==> config.mk <==
export PLATFORM = sky130hd
export DESIGN_NAME = alu_div8b
export DESIGN_NICKNAME = d
export VERILOG_FILES = /design/src/rtl/alu_div8b_pkg.sv /design/src/rtl/add8b.sv /design/src/rtl/alu_div8b.sv
export SDC_FILE = /design/constraint.sdc
export NUM_CORES = 1
export LEC_CHECK = 0
export ABC_AREA = 1
export CORE_UTILIZATION = 63
export CTS_CLUSTER_SIZE = 30
export DETAILED_ROUTE_END_ITERATION = 6
export DONT_BUFFER_PORTS = 1
export MAX_ROUTING_LAYER = met4
export PLACE_DENSITY_LB_ADDON = 0.2
export SETUP_SLACK_MARGIN = 0.15
export SYNTH_ARGS = -nofsm -noshare
export SYNTH_HDL_FRONTEND = slang
export SYNTH_SLANG_ARGS = --single-unit
==> constraint.sdc <==
create_clock -name clk -period 1.95 [get_ports clk]
set_input_delay 0.39 -clock clk [delete_from_list [all_inputs] [get_ports clk]]
set_output_delay 0.39 -clock clk [all_outputs]
set_load 0.05 [all_outputs]
==> src/rtl/alu_div8b_pkg.sv <==
// Shared definitions for the sequential restoring divider.
package alu_div8b_pkg;

    // Divider control states
    typedef enum logic [1:0] {
        IDLE = 2'd0,
        CALC = 2'd1,
        DONE = 2'd2
    } div_state_e;

    // Quotient reported on divide-by-zero: all ones, truncated to the datapath width at use
    localparam int unsigned DIVZ_QUO_W = 64;
    localparam logic [DIVZ_QUO_W-1:0] DIVZ_QUO = '1;

endpackage

==> src/rtl/add8b.sv <==
// Ripple-style adder with carry-in/carry-out; used in subtract mode by the divider.
module add8b #(
    parameter int unsigned WIDTH = 8
) (
    input  logic [WIDTH-1:0] a,
    input  logic [WIDTH-1:0] b,
    input  logic             cin,
    output logic [WIDTH-1:0] sum_c,
    output logic             cout_c
);

    logic [WIDTH:0] full_c;

    // Full-width sum keeps the carry-out as the extra top bit
    always_comb begin
        full_c = {1'b0, a} + {1'b0, b} + {{WIDTH{1'b0}}, cin};
        sum_c  = full_c[WIDTH-1:0];
        cout_c = full_c[WIDTH];
    end

endmodule

==> src/rtl/alu_div8b.sv <==
// Sequential restoring unsigned divider: one quotient bit per clock, start/done handshake.
module alu_div8b
    import alu_div8b_pkg::*;
#(
    parameter int unsigned DATASIZE = 8
) (
    input  logic                clk,
    input  logic                rst,
    input  logic                iStart,
    input  logic [DATASIZE-1:0] iDvd,
    input  logic [DATASIZE-1:0] iDvs,
    output logic [DATASIZE-1:0] oQuo,
    output logic [DATASIZE-1:0] oRem,
    output logic                oBusy,
    output logic                oDone,
    output logic                oDivZ
);

    localparam int unsigned CNT_W = $clog2(DATASIZE);
    localparam int unsigned REM_W = DATASIZE + 1;

    div_state_e          state_q, state_d;
    logic [CNT_W-1:0]    cnt_q, cnt_d;
    logic [DATASIZE-1:0] dvd_q, dvd_d;
    logic [DATASIZE-1:0] dvs_q, dvs_d;
    logic [DATASIZE-1:0] rem_q, rem_d;
    logic [DATASIZE-1:0] quo_q, quo_d;
    logic [DATASIZE-1:0] quo_out_d, rem_out_d;
    logic                divz_d, busy_d, done_d;

    logic [REM_W-1:0]    r_shift_c;
    logic [REM_W-1:0]    dvs_inv_c;
    logic [REM_W-1:0]    trial_sum_c;
    logic                trial_cout_c;
    logic [DATASIZE-1:0] quo_shift_c;
    logic                unused_c;

    // Shifted partial remainder and inverted divisor feeding the trial subtraction
    always_comb begin
        r_shift_c   = {rem_q, dvd_q[DATASIZE-1]};
        dvs_inv_c   = ~{1'b0, dvs_q};
        quo_shift_c = {quo_q[DATASIZE-2:0], trial_cout_c};
    end

    // Restored remainder is always below the divisor, so the trial MSB and the quotient
    // bit shifted out of the top are never needed
    assign unused_c = ^{trial_sum_c[DATASIZE], quo_q[DATASIZE-1]};

    add8b #(
        .WIDTH (REM_W)
    ) u_sub (
        .a      (r_shift_c),
        .b      (dvs_inv_c),
        .cin    (1'b1),
        .sum_c  (trial_sum_c),
        .cout_c (trial_cout_c)
    );

    // Next-state, datapath and registered-output values
    always_comb begin
        state_d   = state_q;
        cnt_d     = cnt_q;
        dvd_d     = dvd_q;
        dvs_d     = dvs_q;
        rem_d     = rem_q;
        quo_d     = quo_q;
        quo_out_d = oQuo;
        rem_out_d = oRem;
        divz_d    = oDivZ;

        case (state_q)
            IDLE: begin
                if (iStart) begin
                    dvd_d = iDvd;
                    dvs_d = iDvs;
                    rem_d = '0;
                    quo_d = '0;
                    cnt_d = '0;
                    if (iDvs != '0) begin
                        state_d = CALC;
                    end else begin
                        state_d   = DONE;
                        quo_out_d = DATASIZE'(DIVZ_QUO);
                        rem_out_d = iDvd;
                        divz_d    = 1'b1;
                    end
                end
            end
            CALC: begin
                dvd_d = {dvd_q[DATASIZE-2:0], 1'b0};
                rem_d = trial_cout_c ? trial_sum_c[DATASIZE-1:0] : r_shift_c[DATASIZE-1:0];
                quo_d = quo_shift_c;
                cnt_d = cnt_q + CNT_W'(1);
                if (cnt_q == CNT_W'(DATASIZE - 1)) begin
                    state_d   = DONE;
                    quo_out_d = quo_shift_c;
                    rem_out_d = rem_d;
                    divz_d    = 1'b0;
                end
            end
            DONE: begin
                state_d = IDLE;
            end
            default: begin
                state_d = IDLE;
            end
        endcase

        busy_d = (state_d != IDLE);
        done_d = (state_d == DONE);
    end

    // State and output registers with synchronous reset
    always_ff @(posedge clk) begin
        if (rst) begin
            state_q <= IDLE;
            cnt_q   <= '0;
            dvd_q   <= '0;
            dvs_q   <= '0;
            rem_q   <= '0;
            quo_q   <= '0;
            oQuo    <= '0;
            oRem    <= '0;
            oBusy   <= 1'b0;
            oDone   <= 1'b0;
            oDivZ   <= 1'b0;
        end else begin
            state_q <= state_d;
            cnt_q   <= cnt_d;
            dvd_q   <= dvd_d;
            dvs_q   <= dvs_d;
            rem_q   <= rem_d;
            quo_q   <= quo_d;
            oQuo    <= quo_out_d;
            oRem    <= rem_out_d;
            oBusy   <= busy_d;
            oDone   <= done_d;
            oDivZ   <= divz_d;
        end
    end

endmodule

==> flow_summary.toml <==
[sta]
worst_pin_slew_ps = 554
finalHoldViolations = 0
setup_slack_ps = 263
period_needed_ps = 1690
fin_crit_sh = 0.865
rsz0062_at_grt = "no"
relSlewSlack = 0.630
max_clock_freq_mhz = 593
holdWs_ps = 136
finalSetupViolCount = 0
fin_tns_setup_ps = 0
clock-skew-final_ps = 11.1
finalMaxSlewViolations = 0

[layout]
syn2layout_area_growth_pct = 8.50
nFillCells = 334
nets = 414
fin_area_mm2 = 0.00300
layout_common_cells = "nand2_1 (84), inv_1 (60), dfxtp_1 (54)"
n_antenna_cell = 0
drive_above_1_share = 0.132
layout_commonest_cell = "nand2_1"

[placement]
dp_hpwl_mm = 4.17
gp_congestion = 0.905
place_ws_ps = 181
portBuffers = 0
dpl_cell_area_mm2 = 0.00280

[clock_network]
htreeDepth = 2
cts_tree = "built"
cts.path.max_buffers = 2
path_clk_slew_ps = 100
worstSkewPairLatency_ps = 310
cts_root_buffer = "clkbuf_8"
clkSinkCount = 55
cts_buffers = 5

[setup_path]
max_stage_delay_ps = 370
endpoint_kind = "register"
start_kind = "register"
crit_arrival_ps = 1960
cp_cell_sequence = "inv_1 -> ha_1 -> inv_1 -> fa_2 -> a21oi_1 -> xnor2_1 -> nand3_2 -> nand3_1 -> nand2_1 -> inv_1"
timing.critical_path.mode_cell = "inv_1"
crit_required_ps = 2220
critPathSlowestCell = "fa_2"
critical_path_class = "register to register"
crit_fanout = 3

[routing]
first_pass_iters = 4
wl_per_cell_um = 13.0
via_count = 2332
first_iter_violations = 108
detail-route-antenna-nets = 0
wirelength_mm = 5.67
drc = 0
avgViaCountPerCell = 5.36

[floorplanning]
pin_count = 38
die_area_mm2 = 0.00466
num_rows = 23
die_height_um = 68.3
initial_core_util = 0.672
die_x_um = 68.3
core_mm2 = 0.00412

[power_and_ir_drop]
p_leak_nw = 1.49
irDropWorstVdd_v = 0.000456
p_per_area_mw_per_mm2 = 834

[yosys]
synth_seq_cells = 55
syn_area_mm2 = 0.00277
synth_cell_types = 36
synth.avg_cell_area_um2 = 7.24
synth_cells = 382
synth_nets = 412
yosys_warnings = 0
synth_seq_area_share = 0.398

[global_route]
grt_pass1_wl_mm = 8.94
antenna_found_initial = 0
overflow = 0
globalRouteTotalUtil = 0.266
grt_max_degree = 24
grt_pass1_vias = 2029

[run]
maxCapViolCount = 0

[run_status]
outcome = "completed"

[min_path]
worstHoldPathType = "input pin to register"
-- cells in the mapped netlist --
cell / count / area (um^2)
a21oi_4: 1 / 16.3
nand2_2: 1 / 6.26
clkbuf_4: 1 / 7.51
a31oi_1: 7 / 43.8
nand4_1: 9 / 56.3
nor2_2: 2 / 12.5
clkinv_1: 1 / 3.75
o22ai_1: 1 / 6.26
inv_2: 4 / 15.0
xor2_1: 1 / 8.76
a21oi_1: 18 / 90.1
nand2_4: 4 / 45.0
a211oi_1: 1 / 7.51
nor3_1: 5 / 25.0
dfxtp_1: 55 / 1100
clkbuf_1: 5 / 18.8
o21ai_0: 14 / 70.1
inv_1: 60 / 225
or2_4: 1 / 8.76
nand2_1: 86 / 323
nand3_2: 8 / 80.1
buf_6: 2 / 22.5
nor2_4: 1 / 11.3
nand3b_2: 1 / 11.3
nor2_1: 38 / 143
buf_2: 5 / 25.0
xnor2_1: 2 / 17.5
nand3_1: 22 / 110
fa_1: 1 / 20.0
buf_4: 1 / 7.51
or2_1: 1 / 6.26
nor3_4: 1 / 16.3
o21ai_1: 4 / 20.0
ha_1: 10 / 125
nor3b_1: 1 / 7.51
o211ai_1: 7 / 52.6
-- power by group --
part | leakage, nW | total (W) | internal [W] | switching (W)
clock network | 0.0461 | 0.000646 | 0.000260 | 0.000386
registers | 0.448 | 0.00122 | 0.00118 | 0.0000449
logic | 0.995 | 0.000634 | 0.000241 | 0.000393
-- worst max-delay path: cells and delay by family, from the launching register on --
family / cells / cell delay, ps
buffers and inverters: 3 / 160
adder cells (fa/ha/maj): 2 / 500
AO/OA/AOI/OAI: 1 / 190
AND/OR/NAND/NOR: 3 / 280
flip-flops: 1 / 350
XOR/XNOR: 1 / 180
-- cells by family after synthesis --
kind of cell,count (synthesis),share of synthesized area
buffers and inverters,79,0.118
and+or+nand+nor,181,0.312
adders and majority gates,11,0.0525
xor gates and xnor gates,3,0.00950
DFF,55,0.398
AOI/OAI and AO/OA,53,0.111
-- flip-flops by register name, summed over array words and instances (netlist names), 2 cells and up --
name,cells
cnt_q,3
dvd_q,8
dvs_q,8
oQuo,8
oRem,8
quo_q,7
rem_q,8
state_q,2
-- cell type report --
cell class,count,area (um^2),share of cell area
Sequential cell,55,1100,0.367
Inverter,65,244,0.0813
Multi-Input combinational cell,249,1430,0.476
Clock inverter,3,23.8,0.00792
Clock buffer,5,68.8,0.0229
Timing Repair Buffer,8,72.6,0.0242
Tap cell,50,62.6,0.0208
-- through the flow --
stage          total power [W]  cells   util
3_5_place_dp           0.00179    425  0.680
5_1_grt                0.00264    435  0.729
3_3_place_gp           0.00178    425  0.680
2_1_floorplan          0.00169    382      -
6_report               0.00250    435  0.729
4_1_cts                0.00243    433  0.703
-- worst paths after layout --
check	from	end	slack, ps	depth (start not counted)
max	dvd_q[7]	oRem[4]	260	10
min	rst	dvd_q[4]	140	1
max reg2reg	dvd_q[7]	oRem[4]	260	10
min reg2reg	dvd_q[0]	dvd_q[0]	460	2
-- routing by layer --
layer,part of all wire,vias up,wire [um],global-route usage
li1,-,1214,-,-
met1,0.48,1045,2700,0.332
met2,0.45,62,2540,0.428
met3,0.063,11,358,0.0700
met4,0.013,0,71,0.0625
met5,0,-,0,-
-- what timing repair did --
item | in CTS | in global routing
hold buffers | 0 | 0
gates resized for setup | 0 | 11
buffers inserted | 0 | 1
endpoints found under the setup margin | 0 | 17
No activity file was read; power rests on OpenSTA's default activity.
